[src/rtl/clock_mode_ctrl.sv]
// clock_mode_ctrl: button debouncer plus CLOCK/SET/TIMER mode sequencer for the multimodal clock timer datapath.
// Ports:
//   clock_1kHz  in   sole clock (1 kHz tick)
//   resetn      in   asynchronous active-low reset
//   btn_mode    in   raw mode button (asynchronous, bouncy)
//   btn_start   in   raw start/pause button
//   btn_inc_h   in   raw hour-increment button
//   btn_inc_m   in   raw minute-increment button
//   timer_zero  in   datapath countdown value is all-zero
//   enable_swt  out  0 = clock/set datapath mode, 1 = countdown mode
//   inc_h_pulse out  one-cycle hour increment strobe
//   inc_m_pulse out  one-cycle minute increment strobe
//   count_run   out  countdown advance enable
//   alert_o     out  countdown-expired alert
//   mode_o      out  current state: CLOCK=0 SET=1 T_IDLE=2 T_RUN=3 T_PAUSE=4 T_DONE=5
// Build option: define AUTOREPEAT_EN to make a held inc button repeat in SET/T_IDLE.
module clock_mode_ctrl #(
  parameter int DEBOUNCE_MS  = 20,
  parameter int DONE_HOLD_MS = 3000,
  parameter int RPT_DELAY_MS = 500,
  parameter int RPT_RATE_MS  = 100
) (
  input  logic       clock_1kHz,
  input  logic       resetn,
  input  logic       btn_mode,
  input  logic       btn_start,
  input  logic       btn_inc_h,
  input  logic       btn_inc_m,
  input  logic       timer_zero,
  output logic       enable_swt,
  output logic       inc_h_pulse,
  output logic       inc_m_pulse,
  output logic       count_run,
  output logic       alert_o,
  output logic [2:0] mode_o
);
  // One counter width wide enough for every millisecond interval keeps all counters uniform.
  localparam int MAX_A = DEBOUNCE_MS > DONE_HOLD_MS ? DEBOUNCE_MS : DONE_HOLD_MS;
  localparam int MAX_B = RPT_DELAY_MS > RPT_RATE_MS ? RPT_DELAY_MS : RPT_RATE_MS;
  localparam int CNT_W = $clog2((MAX_A > MAX_B ? MAX_A : MAX_B) + 1);
  typedef enum logic [2:0] {
    CLOCK   = 3'd0,
    SET     = 3'd1,
    T_IDLE  = 3'd2,
    T_RUN   = 3'd3,
    T_PAUSE = 3'd4,
    T_DONE  = 3'd5
  } state_e;
  state_e                 state_q, state_d;
  logic [3:0]             btn, sync1_q, sync2_q, level_q, level_d, press;
  logic [3:0][CNT_W-1:0]  db_cnt_q, db_cnt_d;
  logic [CNT_W-1:0]       done_cnt_q, done_cnt_d;
  logic                   done_end, inc_allow;
  logic                   enable_swt_q, enable_swt_d;
  logic                   count_run_q, count_run_d;
  logic                   alert_q, alert_d;
  logic [1:0]             inc_q, inc_d;

  // Bit order: 0 mode, 1 start, 2 inc_h, 3 inc_m.
  assign btn = {btn_inc_m, btn_inc_h, btn_start, btn_mode};

  // The counter tracks consecutive samples disagreeing with the accepted level; the
  // level flips on the DEBOUNCE_MS-th one, and a rising flip is the press event.
  always_comb begin
    for (int i = 0; i < 4; i++) begin
      db_cnt_d[i] = (sync2_q[i] == level_q[i] || db_cnt_q[i] == CNT_W'(DEBOUNCE_MS - 1)) ? '0 : db_cnt_q[i] + 1'b1;
      level_d[i]  = (sync2_q[i] != level_q[i] && db_cnt_q[i] == CNT_W'(DEBOUNCE_MS - 1)) ? sync2_q[i] : level_q[i];
    end
    press = level_d & ~level_q;
  end

  assign done_end  = done_cnt_q == CNT_W'(DONE_HOLD_MS - 1);
  assign inc_allow = state_q == SET || state_q == T_IDLE;

  always_ff @(posedge clock_1kHz or negedge resetn)
    if (!resetn) state_q <= CLOCK;
    else         state_q <= state_d;

  // Mode press always takes priority over start; start over timer expiry.
  always_comb begin
    state_d = state_q;
    case (state_q)
      CLOCK:   state_d = press[0] ? SET : CLOCK;
      SET:     state_d = press[0] ? T_IDLE : SET;
      T_IDLE:  state_d = press[0] ? CLOCK : (press[1] && !timer_zero) ? T_RUN : T_IDLE;
      T_RUN:   state_d = press[0] ? CLOCK : press[1] ? T_PAUSE : timer_zero ? T_DONE : T_RUN;
      T_PAUSE: state_d = press[0] ? CLOCK : press[1] ? T_RUN : T_PAUSE;
      T_DONE:  state_d = press[0] ? CLOCK : (press[1] || done_end) ? T_IDLE : T_DONE;
      default: state_d = CLOCK;
    endcase
  end

  // Outputs decode the next state so they change on the same edge as the state.
  always_comb begin
    enable_swt_d = state_d != CLOCK && state_d != SET;
    count_run_d  = state_d == T_RUN;
    alert_d      = state_d == T_DONE;
    done_cnt_d   = (state_q == T_DONE && state_d == T_DONE) ? done_cnt_q + 1'b1 : '0;
  end

`ifdef AUTOREPEAT_EN
  logic [1:0][CNT_W-1:0] rpt_cnt_q, rpt_cnt_d;
  logic [1:0]            fire;
  // Zero means idle; a press loads 1 and the counter fires at RPT_DELAY_MS, then
  // reloads so each later fire is RPT_RATE_MS cycles apart.
  always_comb begin
    for (int j = 0; j < 2; j++) begin
      fire[j]      = rpt_cnt_q[j] == CNT_W'(RPT_DELAY_MS);
      rpt_cnt_d[j] = (!inc_allow || !level_d[j+2]) ? '0 :
                     press[j+2] ? CNT_W'(1) :
                     fire[j] ? CNT_W'(RPT_DELAY_MS - RPT_RATE_MS + 1) :
                     rpt_cnt_q[j] == '0 ? '0 : rpt_cnt_q[j] + 1'b1;
    end
    inc_d = {2{inc_allow}} & (press[3:2] | fire);
  end
  always_ff @(posedge clock_1kHz or negedge resetn)
    if (!resetn) rpt_cnt_q <= '0;
    else         rpt_cnt_q <= rpt_cnt_d;
`else
  always_comb inc_d = {2{inc_allow}} & press[3:2];
`endif

  always_ff @(posedge clock_1kHz or negedge resetn)
    if (!resetn) begin
      sync1_q      <= '0;
      sync2_q      <= '0;
      level_q      <= '0;
      db_cnt_q     <= '0;
      done_cnt_q   <= '0;
      enable_swt_q <= 1'b0;
      count_run_q  <= 1'b0;
      alert_q      <= 1'b0;
      inc_q        <= '0;
    end else begin
      sync1_q      <= btn;
      sync2_q      <= sync1_q;
      level_q      <= level_d;
      db_cnt_q     <= db_cnt_d;
      done_cnt_q   <= done_cnt_d;
      enable_swt_q <= enable_swt_d;
      count_run_q  <= count_run_d;
      alert_q      <= alert_d;
      inc_q        <= inc_d;
    end

  assign enable_swt  = enable_swt_q;
  assign count_run   = count_run_q;
  assign alert_o     = alert_q;
  assign inc_h_pulse = inc_q[0];
  assign inc_m_pulse = inc_q[1];
  assign mode_o      = state_q;
endmodule
[config.mk]
export PLATFORM = sky130hd
export DESIGN_NAME = clock_mode_ctrl
export DESIGN_NICKNAME = d
export VERILOG_FILES = /design/src/rtl/clock_mode_ctrl.sv
export SDC_FILE = /design/constraint.sdc
export NUM_CORES = 1
export LEC_CHECK = 0
export ABC_AREA = 1
export CELL_PAD_IN_SITES_DETAIL_PLACEMENT = 0
export CELL_PAD_IN_SITES_GLOBAL_PLACEMENT = 1
export CORE_UTILIZATION = 42
export DETAILED_ROUTE_END_ITERATION = 8
export PLACE_DENSITY_LB_ADDON = 0.1
export SLEW_MARGIN = 0
export SYNTH_ARGS = -nofsm -noshare
export SYNTH_HDL_FRONTEND = slang
export SYNTH_SLANG_ARGS = --single-unit
[constraint.sdc]
create_clock -name clock_1kHz -period 1.85 [get_ports clock_1kHz]
set_input_delay 0.37 -clock clock_1kHz [delete_from_list [all_inputs] [get_ports clock_1kHz]]
set_output_delay 0.37 -clock clock_1kHz [all_outputs]
set_load 0.01 [all_outputs]
==> results of run 1 <==
==> sequential cells by signal, summed over array words and instances (netlist names) <==
| signal | flops |
|---|---|
| enable_swt | 1 |
| done_cnt_q | 12 |
| sync2_q | 4 |
| level_q | 4 |
| sync1_q | 4 |
| db_cnt_q | 48 |
| alert_o | 1 |
| inc_q | 2 |
| mode_o | 3 |
| count_run | 1 |
==> through the flow <==
step | utilization | area [um2] | hold WS (ns) | std cells
2_1_floorplan | - | 3860 | 0.0744 | 453
3_3_place_gp | 0.473 | 4170 | 0.332 | 576
3_5_place_dp | 0.473 | 4170 | 0.336 | 576
4_1_cts | 0.502 | 4420 | 0.0498 | 592
5_1_grt | 0.505 | 4440 | 0.0574 | 593
6_report | 0.505 | 4440 | 0.0235 | 593
==> synth_stat cells, drive strengths merged <==
master and number:
xor2 8, nor4 8, ha 5, o211ai 2
xnor2 5, a21oi 25, inv 66, nand3 33
nand4 7, buf 4, dfrtp 80, o21a 2
nor3b 12, o21ai 15, o21bai 2, a31oi 1
nand2 70, nor2 83, nor3 24, nand3b 1
==> power groups by stage <==
stage | Sequential, mW | Combinational [mW] | Clock [mW]
detailed placement | 1.83 | 0.148 | 0
CTS | 1.80 | 0.148 | 1.63
floorplan | 1.83 | 0.0714 | 0
finish | 1.80 | 0.143 | 1.59
global route | 1.80 | 0.170 | 1.71
global placement | 1.83 | 0.146 | 0
==> worst min-delay path by stage <==
stage / start / end / slack (ns) / cells after the start
6_report: resetn / mode_o[0]$_DFF_PN0_ / 0.02 / 2
4_1_cts: resetn / db_cnt_q[25]$_DFF_PN0_ / 0.05 / 2
3_3_place_gp: sync1_q[1]$_DFF_PN0_ / sync2_q[1]$_DFF_PN0_ / 0.33 / 0
2_1_floorplan: resetn / alert_o$_DFF_PN0_ / 0.07 / 0
5_1_grt: resetn / done_cnt_q[8]$_DFF_PN0_ / 0.06 / 2
3_5_place_dp: sync1_q[0]$_DFF_PN0_ / sync2_q[0]$_DFF_PN0_ / 0.34 / 0
==> layout make-up <==
cell class,instances,area [um2],area share
sequential,80,2000,0.451
clock inverter,6,115,0.0259
timing repair buffer,20,220,0.0496
inverter,66,250,0.0563
multi-input combinational,303,1580,0.356
tap,108,135,0.0304
clock buffer,10,138,0.0310
==> cells by family after synthesis <==
group | share of synthesized area
AOI/OAI and AO/OA | 0.0661
xor gates and xnor gates | 0.0295
adders and majority gates | 0.0162
buffers and inverters | 0.0717
DFF | 0.519
and+or+nand+nor | 0.298
==> layer usage <==
metal | part of all wire | track usage | wire length, um
met3 | 0.019 | 0.0329 | 137
met5 | 0 | 0 | 0
met4 | 0.016 | 0.0664 | 114
met1 | 0.52 | 0.227 | 3680
met2 | 0.44 | 0.269 | 3130
==> timing repair <==
item	in CTS	in global routing
gates resized for setup	0	1
buffers inserted	0	1
setup endpoints to repair	0	6
==> results.txt, run 1 <==
* Detailed-route wire length: 7060 um
* Type of the most critical hold path: in2async
* Worst Skew: 0.0143 ns
- Area leader, netlist: dfrtp_1
- Counting the buffers created by CTS gives 9.
* Area of the core region: 8810 um2
* NumNets Final: 492
* Initial antenna violation count: 0
- Power comes to 3.53 mW.
- In this run the worst setup path begins at mode_o[1]$_DFF_PN0_.
- Estimated wirelength of the detail-placed design: 5130 um
- Required time of the critical path: 1.48 ns
- In the finished design, the share of the clock period the worst path needs comes to 0.936.
- Data arrives at the worst endpoint at 1.36 ns.
- Cell family contributing the most delay on the critical path: buffers and inverters
* Post-layout min period: 1.73 ns
- Derived from the worst setup path, the maximum achievable clock frequency is 0.578 GHz.
- In this run the horizontal extent of the chip is 97.9 um.
* Antenna diode count: 0
- Kind of launch point of the worst setup path: flop
- Crit path kind: reg2out
- Global-route wire length before repair: 12900 um
- P&R area growth vs syn: 15.1%
* Post-synthesis instance total: 453
* Sequential cell fraction of total power: 0.510
- CTS tree: built
* Minimum setup slack among reg-to-reg paths: 0.23 ns
- For this run, the register share of the synthesized area comes to 0.519.
- Share of the synthesized area in the top cell type: 0.519
* Count of standard-cell rows: 34
* Routed vias/inst: 4.79
- Before CTS, the worst setup slack after placement is 0.130 ns.
- Summed over all failing endpoints, the final setup total negative slack is 0 ns.
* Buffers plus inverters on the worst setup path: 1
- Final Max Tran Viols: 0
* Endpoints failing setup: 0
- In this run the static leakage power is 2.01 nW.
- Synthesis produced a netlist with a net count of 465.
- The first routing iteration left 93 violations.
- Total vias in the final route: 2841
- Crit path capture type: output pin
- Effective utilization at floorplan: 0.438
* Destination of the worst register-to-register timing path: done_cnt_q[2]$_DFF_PN0_
- I/O pins: 15
- Capturing element of the worst setup path: mode_o[1]
* Beginning of the worst register-to-register path: db_cnt_q[0]$_DFF_PN0_
- Leaving out fill and tap cells, the most frequent cells in the layout are 80 x dfrtp_1, 72 x nor2_1, 68 x nand2_1.
* Layout cells sized above 1: 0.107
- After global routing the overflow that remains totals 0.
- During placement, the flow inserted port buffers numbering 14.
- Worst VDD drop: 0.457 mV
- After layout, the worst setup slack is 0.118 ns.
- Vias in the first global route: 2869
- Drt wl/cell: 11.9 um
* H-tree depth reported by CTS: 3
* Sw Ratio: 0.215
- Leaving out fill and tap cells, the most frequent cell in the layout is dfrtp_1.
- CTS saw 80 sinks.
* Delay contributed by the slowest stage of the critical path: 0.58 ns
- Final hold viol count: 0
* Cell-internal power: 2.77 mW
* # DRC: 2
- Fraction of power consumed by combinational cells: 0.040
- Avg Synthesized Cell Area: 8.52 um2
* Cell types occupying the most area after synthesis: dfrtp_1 52%, nor2_1 7.0%, nand2_1 6.6%
- DR pass1 iterations: 6
- Final weighted congestion in routability-driven placement: 0.741
- Synthesis inferred 80 register bits.
* Cell Chain, Critical Path: clkdlybuf4s50_1
* Cell depth of the worst setup path: 1
- Die area: 9570 um2
- DIE HEIGHT: 97.9 um
- Summing every instance area after synthesis gives 3860 um2.
- Status: finished with violations
- Clock latency of the later-clocked register in the worst-skew pair: 0.35 ns
- Power per standard cell area: 794 nW/um2
- The slowest stage of the critical path is the clkdlybuf4s50_1 cell.
- Total of max-cap violations: 0
- During synthesis, Yosys emitted a total of 0 warnings.
- Setup repair after global routing missed its margin: no
- Fill cell count: 853
* Total global routing track utilization: 0.169
- Count of distinct cell types in the synthesized netlist: 32
- Worst Reg-to-Reg Cells: 11
- Maximum number of pins on one net before global-route repair: 81
* Clock slew at reported path FFs: 0.08 ns
- The share of total power dissipated in the clock network is 0.450.
* Actual slew at the worst max-slew pin: 0.424 ns
* Crit-path max FO: 6
- Worst relative slew slack: 0.718
- Clock tree synthesis selected as its root buffer the cell clkbuf_8.
* Failing checks: DRC
- In this run, post-CTS hold repair placed 0 buffers.
- P_sw: 0.757 mW
- Residual antenna-violating net count after detailed routing: 0
* Max Buffers Root-to-Sink: 2
Note: power is estimated with default switching activity, not from simulation.
==> inputs of run 2 (changes only) <==
--- a/config.mk
+++ b/config.mk
@@ -9,9 +9,11 @@
 export CELL_PAD_IN_SITES_DETAIL_PLACEMENT = 0
 export CELL_PAD_IN_SITES_GLOBAL_PLACEMENT = 1
 export CORE_UTILIZATION = 42
+export CTS_CLUSTER_SIZE = 16
 export DETAILED_ROUTE_END_ITERATION = 8
+export GPL_TIMING_DRIVEN = 0
 export PLACE_DENSITY_LB_ADDON = 0.1
-export SLEW_MARGIN = 0
+export SLEW_MARGIN = 20
 export SYNTH_ARGS = -nofsm -noshare
 export SYNTH_HDL_FRONTEND = slang
 export SYNTH_SLANG_ARGS = --single-unit
==> run 2 against run 1 <==
  * The flow still finishes with violations (DRC)
  * Clock power shrank 12%
  * Flip-flop and latch count unchanged
  * Total power is 5.4% lower
  * Worst setup slack got worse by 0.018 ns
  * Clock skew down 0.0052 ns
  * Critical endpoint unchanged
  * Largest cell class unchanged
==> results.txt, run 2 (synthesis gave the netlist of run 1 again) <==
* Leading cell types in the layout, fill and taps excluded: 80 x dfrtp_1, 72 x nor2_1, 68 x nand2_1
- NumNets Final: 492
* Horizontal die dimension: 97.9 um
- Clock-pin slew was measured on the worst setup and hold paths at 0.08 ns.
- The finished cells cover 4370 um2.
- Type of the most critical hold path: reg2reg
- Entering global routing, the biggest net connects 43 pins.
- Across every metal layer, demand over resource in global routing totals 0.165.
- The floorplan has 34 rows.
- Final Max Tran Viols: 0
- Die area: 9570 um2
* Effective utilization at floorplan: 0.438
- Crit-path max FO: 6
- STA puts the critical path data arrival time at 1.38 ns.
- Failing checks: DRC
* Worst VDD drop: 0.517 mV
- Setup violations remaining at the end of the flow were counted as 0.
- Number of gates resized after CTS: 0
- In this run the deepest clock path goes through 2 buffers.
- STA classifies the critical path endpoint as an output pin.
- TritonCTS built the clock tree.
- db_cnt_q holds more flip-flops than any other register.
* Final hold viol count: 0
- Cell family contributing the most delay on the critical path: buffers and inverters
* Number of buffer cells added on primary ports: 14
- The die is 97.9 um tall.
- Registers take 2000 um2.
- Dividing the final minimum period by the clock period gives 0.946.
- Summed over all cells, the static leakage comes to 1.98 nW.
- For this run, design rule violations remaining after detail routing come to 2.
- Initial antenna violation count: 0
- Buffers plus inverters on the worst setup path: 1
- Clock latency of the later-clocked register in the worst-skew pair: 0.35 ns
* Residual antenna-violating net count after detailed routing: 0
- P&R area growth vs syn: 13.3%
* Estimated wirelength of the detail-placed design: 5150 um
- Clock Sink Count: 80
- DR pass1 iterations: 6
- Delay contributed by the slowest stage of the critical path: 0.58 ns
- The flow ran to the end, but the final reports show violations.
- The number of clock buffers added by TritonCTS is 9.
* Flip-flop count of the largest register, all copies and words added: 48
- The tree is rooted in a clkbuf_8.
* Total grt overflow: 0
* Power per standard cell area: 763 nW/um2
- For the pin with the worst max-slew slack, the measured transition is 0.515 ns.
- The H-tree generated during clock tree synthesis spans 3 levels.
- The layout has 876 filler cells.
* Worst hold slack: 0.352 ns
- Worst Skew: 0.00915 ns
* Number of design-rule violations left by the first detailed-router iteration: 77
- Kind of launch point of the worst setup path: flop
- Traced cell by cell, the critical path runs through clkdlybuf4s50_1.
- Setup slack on the critical path of the routed design comes to 0.100 ns.
* Biggest registers after layout: db_cnt_q (48), done_cnt_q (12)
- Worst slack after detailed placement: 0.205 ns
- Total cell area at the placement stage: 4150 um2
- The repair_antennas step left the layout with diodes totalling 0.
- The critical path is of the reg2out type.
* Global-route wire length before repair: 12700 um
- Final weighted congestion in routability-driven placement: 0.776
* Required time of the critical path: 1.48 ns
- Setup repair after global routing left no endpoint under its margin.
- The tool flagged a number of max-cap violations equal to 0.
- In this run the tightest slew margin relative to its limit is 0.656.
- Area of the core region: 8810 um2
- Most common library cell in the layout ignoring fill and taps: dfrtp_1
* Post-layout min period: 1.75 ns
- Slowest-stage cell, CP: clkdlybuf4s50_1
- Pin placement for this block handled 15 I/O pins.
- Summed over all layers, the routed wires come to 7020 um.
* Drt wl/cell: 11.9 um
* Multi-input gate area: 1580 um2
- Highest clock rate: 0.571 GHz
* Vias in the first global route: 2821
- The detailed router placed 2894 vias in this run.
- Routed vias/inst: 4.90
- Layout cells sized above 1: 0.0973
==> run 2: final cells by class <==
cell class | instances | share of cell area
clock inverter | 3 | 0.0155
multi-input combinational | 303 | 0.362
buffer | 4 | 0.00601
tap | 108 | 0.0309
sequential | 80 | 0.458
timing repair buffer | 16 | 0.0384
clock buffer | 11 | 0.0324
inverter | 66 | 0.0573
==> run 2: path summary, 6_finish.rpt <==
check / slack (ns) / endpoint / from / cells after the start
worst min-delay path: 0.35 / sync2_q[2]$_DFF_PN0_ / sync1_q[2]$_DFF_PN0_ / 0
max in group asynchronous: 0.71 / db_cnt_q[43]$_DFF_PN0_ / resetn / 3
min in group asynchronous: 0.53 / db_cnt_q[8]$_DFF_PN0_ / resetn / 2
worst min register to register: 0.35 / sync2_q[2]$_DFF_PN0_ / sync1_q[2]$_DFF_PN0_ / 0
worst max-delay path: 0.10 / mode_o[1] / mode_o[1]$_DFF_PN0_ / 1
worst max register to register: 0.22 / alert_o$_DFF_PN0_ / db_cnt_q[0]$_DFF_PN0_ / 12
==> run 2: per-layer routing <==
layer	global-route usage	part of all wire
met5	0	0
met4	0.0524	0.011
met3	0.0451	0.023
met2	0.257	0.44
met1	0.225	0.53
==> run 2: report_power, final <==
group	internal [mW]	switching (mW)
sequential	1.78	0.0220
combinational	0.0480	0.0901
clock	0.783	0.615
==> run 2: per-stage QoR <==
stage | util | power [mW] | cells | setup TNS (ns)
after floorplan | - | 1.90 | 453 | 0
after global placement | 0.469 | 1.97 | 575 | -203.63
after detailed placement | 0.471 | 1.98 | 576 | 0
after CTS | 0.496 | 3.40 | 591 | 0
after global routing | 0.496 | 3.49 | 591 | 0
final | 0.496 | 3.34 | 591 | 0
==> run 2: repair_timing <==
item,4_1_cts,5_1_grt
hold endpoints to repair,17,0
setup buffers,0,0
hold buffers,1,0
==> inputs of run 3 (changes only) <==
--- a/config.mk
+++ b/config.mk
@@ -6,6 +6,7 @@
 export NUM_CORES = 1
 export LEC_CHECK = 0
 export ABC_AREA = 1
+export ABC_CLOCK_PERIOD_IN_PS = 1850
 export CELL_PAD_IN_SITES_DETAIL_PLACEMENT = 0
 export CELL_PAD_IN_SITES_GLOBAL_PLACEMENT = 1
 export CORE_UTILIZATION = 42
==> constraint.sdc (replaced) <==
create_clock -name clock_1kHz -period 1.85 [get_ports clock_1kHz]
set_input_delay 0.4625 -clock clock_1kHz [delete_from_list [all_inputs] [get_ports clock_1kHz]]
set_output_delay 0.4625 -clock clock_1kHz [all_outputs]
set_load 0.01 [all_outputs]
==> run 3 against run 2 <==
  * The flow still finishes with violations (DRC)
  * Utilization hardly changed
  * Clock-buffer cell count did not move
  * Worst hold slack lost 0.28 ns
  * Final cell count did not move
  * Global-route usage unchanged
  * Clock power is essentially flat
  * Sequential share of layout area about the same
  * Via count up 0.52%
  * Critical endpoint unchanged
  * Largest cell class unchanged
  * Largest power group unchanged
==> results.txt, run 3 (synthesis gave the netlist of run 1 again) <==
- For this configuration, the core starts out at a cell density of 0.438.
* Highest clock rate: 0.561 GHz
- The analysis attributes to net switching a power of 0.729 mW.
- Worst VDD drop: 0.517 mV
- The final reports fail on DRC.
* Fill cell count: 876
* Total of max-cap violations: 0
- Clock Sink Count: 80
- Worst hold slack: 0.0743 ns
* Buffers plus inverters on the worst setup path: 1
- The register with the most flip-flops in the layout has 48 of them.
* Crit path kind: reg2out
* Leading cell types in the layout, fill and taps excluded: 79 x dfrtp_1, 72 x nor2_1, 68 x nand2_1
* Required time of the critical path: 1.39 ns
* Kind of launch point of the worst setup path: flop
- The clock passes through at most 2 buffers.
- The slowest stage of the critical path is the clkdlybuf4s50_1 cell.
- Routed vias/inst: 4.92
* Worst slack after detailed placement: 0.205 ns
- Power per standard cell area: 764 nW/um2
- The later pin in the worst-skew pair is clocked with a latency of 0.35 ns.
* DIE HEIGHT: 97.9 um
* Residual antenna-violating net count after detailed routing: 0
- The clock period could shrink to 1.78 ns.
- Sequential cell area: 2000 um2
* Crit path capture type: output pin
* Area of the core region: 8810 um2
- After floorplanning, the core was divided into 34 placement rows.
* Final Max Tran Viols: 0
* Antenna diode count: 0
- Worst Skew: 0.00909 ns
* Max layer used: met4
* Sum of negative setup slack: 0 ns
- For the pin with the worst max-slew slack, the measured transition is 0.515 ns.
- Total vias in the final route: 2909
* Horizontal die dimension: 97.9 um
- Total CTS buffers: 9
- Cell internal power was estimated by the tool at 2.61 mW.
* Drt wl/cell: 11.9 um
- Register bank with the most flops: db_cnt_q
- Of the total power, the share spent switching nets is 0.219.
- Cell family contributing the most delay on the critical path: buffers and inverters
- Delay contributed by the slowest stage of the critical path: 0.55 ns
- The die covers 9570 um2.
- The via count of the first global-routing pass was 2821.
- Of the available clock period, the critical path in the final layout requires 0.964.
- The worst path meets setup with 0.0674 ns of slack.
- Total global routing track utilization: 0.165
- Setup violations remaining at the end of the flow were counted as 0.
- In this run the worst path has a maximum fanout of 6.
- Number of buffer cells added on primary ports: 14
* Final hold viol count: 0
* Total power draw: 3.34 mW
* CTS Hold Bufs: 0
- Fraction of power consumed by combinational cells: 0.041
* Total grt overflow: 0
- Measured on the finished design, the core utilization comes to 0.496.
* Data arrival at the endpoint of the critical path: 1.32 ns
- Static Leakage: 1.97 nW
* Number of design-rule violations left by the first detailed-router iteration: 81
- Worst relative slew slack: 0.657
* Global-route wire length before repair: 12700 um
* DR pass1 iterations: 6
- In the final layout, the multi-input gates occupy 1580 um2.
* Estimated wirelength of the detail-placed design: 5150 um
- Routed metal-1 wire length: 3720 um
- NumNets Final: 492
- Final weighted congestion in routability-driven placement: 0.776
- The share of total power dissipated in the clock network is 0.420.
- Most common library cell in the layout ignoring fill and taps: dfrtp_1
* Status: finished with violations
* Setup repair after global routing missed its margin: no
* Cell Chain, Critical Path: clkdlybuf4s50_1
* Routed wl met2: 3070 um
* Sequential cell fraction of total power: 0.539
- Of the cells placed in the final design, the portion with a size suffix greater than 1 is 0.101.
- Type of the most critical hold path: in2async
- The area growth from synthesis to layout is 13.2%.
- Maximum number of pins on one net before global-route repair: 43
* Clock Tree Root: clkbuf_8
* I/O pins: 15
* Initial antenna violation count: 0
- Clock-pin slew was measured on the worst setup and hold paths at 0.08 ns.
- # DRC: 2
- The final layout contains routed wiring with a total length of 7030 um.
- CTS tree: built
- Wire segments on met3 add up to 167 um in the final route.
* H-tree depth reported by CTS: 3
* Biggest registers after layout: db_cnt_q (48), done_cnt_q (12)
run 3: worst paths after layout:
kind	startpoint	to	slack, ns	cells past startpoint
hold / removal	resetn	db_cnt_q[8]$_DFF_PN0_	0.07	1
max in group asynchronous	resetn	mode_o[1]$_DFF_PN0_	1.17	2
min in group clock_1kHz	sync1_q[2]$_DFF_PN0_	sync2_q[2]$_DFF_PN0_	0.35	0
setup / recovery	mode_o[1]$_DFF_PN0_	mode_o[1]	0.07	1
hold reg to reg	sync1_q[2]$_DFF_PN0_	sync2_q[2]$_DFF_PN0_	0.35	0
setup reg to reg	db_cnt_q[0]$_DFF_PN0_	alert_o$_DFF_PN0_	0.22	12
run 3: final cells by class:
class                           count  share of cell area
Inverter                           66              0.0573
Clock inverter                      3              0.0155
Sequential cell                    80               0.458
Timing Repair Buffer               16              0.0378
Multi-Input combinational cell    303               0.362
Buffer                              4             0.00601
Tap cell                          108              0.0309
Clock buffer                       11              0.0324
run 3: power groups by stage:
stage                     Combinational [mW]  Clock [mW]  Sequential (mW)
after global routing                   0.162        1.53             1.80
after CTS                              0.142        1.45             1.80
after floorplan                       0.0714           0             1.83
after detailed placement               0.142           0             1.83
final                                  0.136        1.40             1.80
after global placement                 0.135           0             1.83
run 3: layer usage:
layer,global-route usage,up-vias
met3,0.0451,7
met4,0.0524,0
met2,0.257,36
met1,0.225,1355
li1,-,1511
met5,0,-
run 3: timing repair:
| action | in CTS | in global routing |
|---|---|---|
| endpoints found under the setup margin | 1 | 1 |
| setup buffers | 0 | 1 |
| gates resized for setup | 1 | 0 |
| pin swaps | 0 | 0 |
run 3: metrics by stage:
stage | instance area [um2] | cells
4_1_cts | 4360 | 590
3_3_place_gp | 4130 | 575
6_report | 4370 | 591
2_1_floorplan | 3860 | 453
3_5_place_dp | 4150 | 576
5_1_grt | 4370 | 591
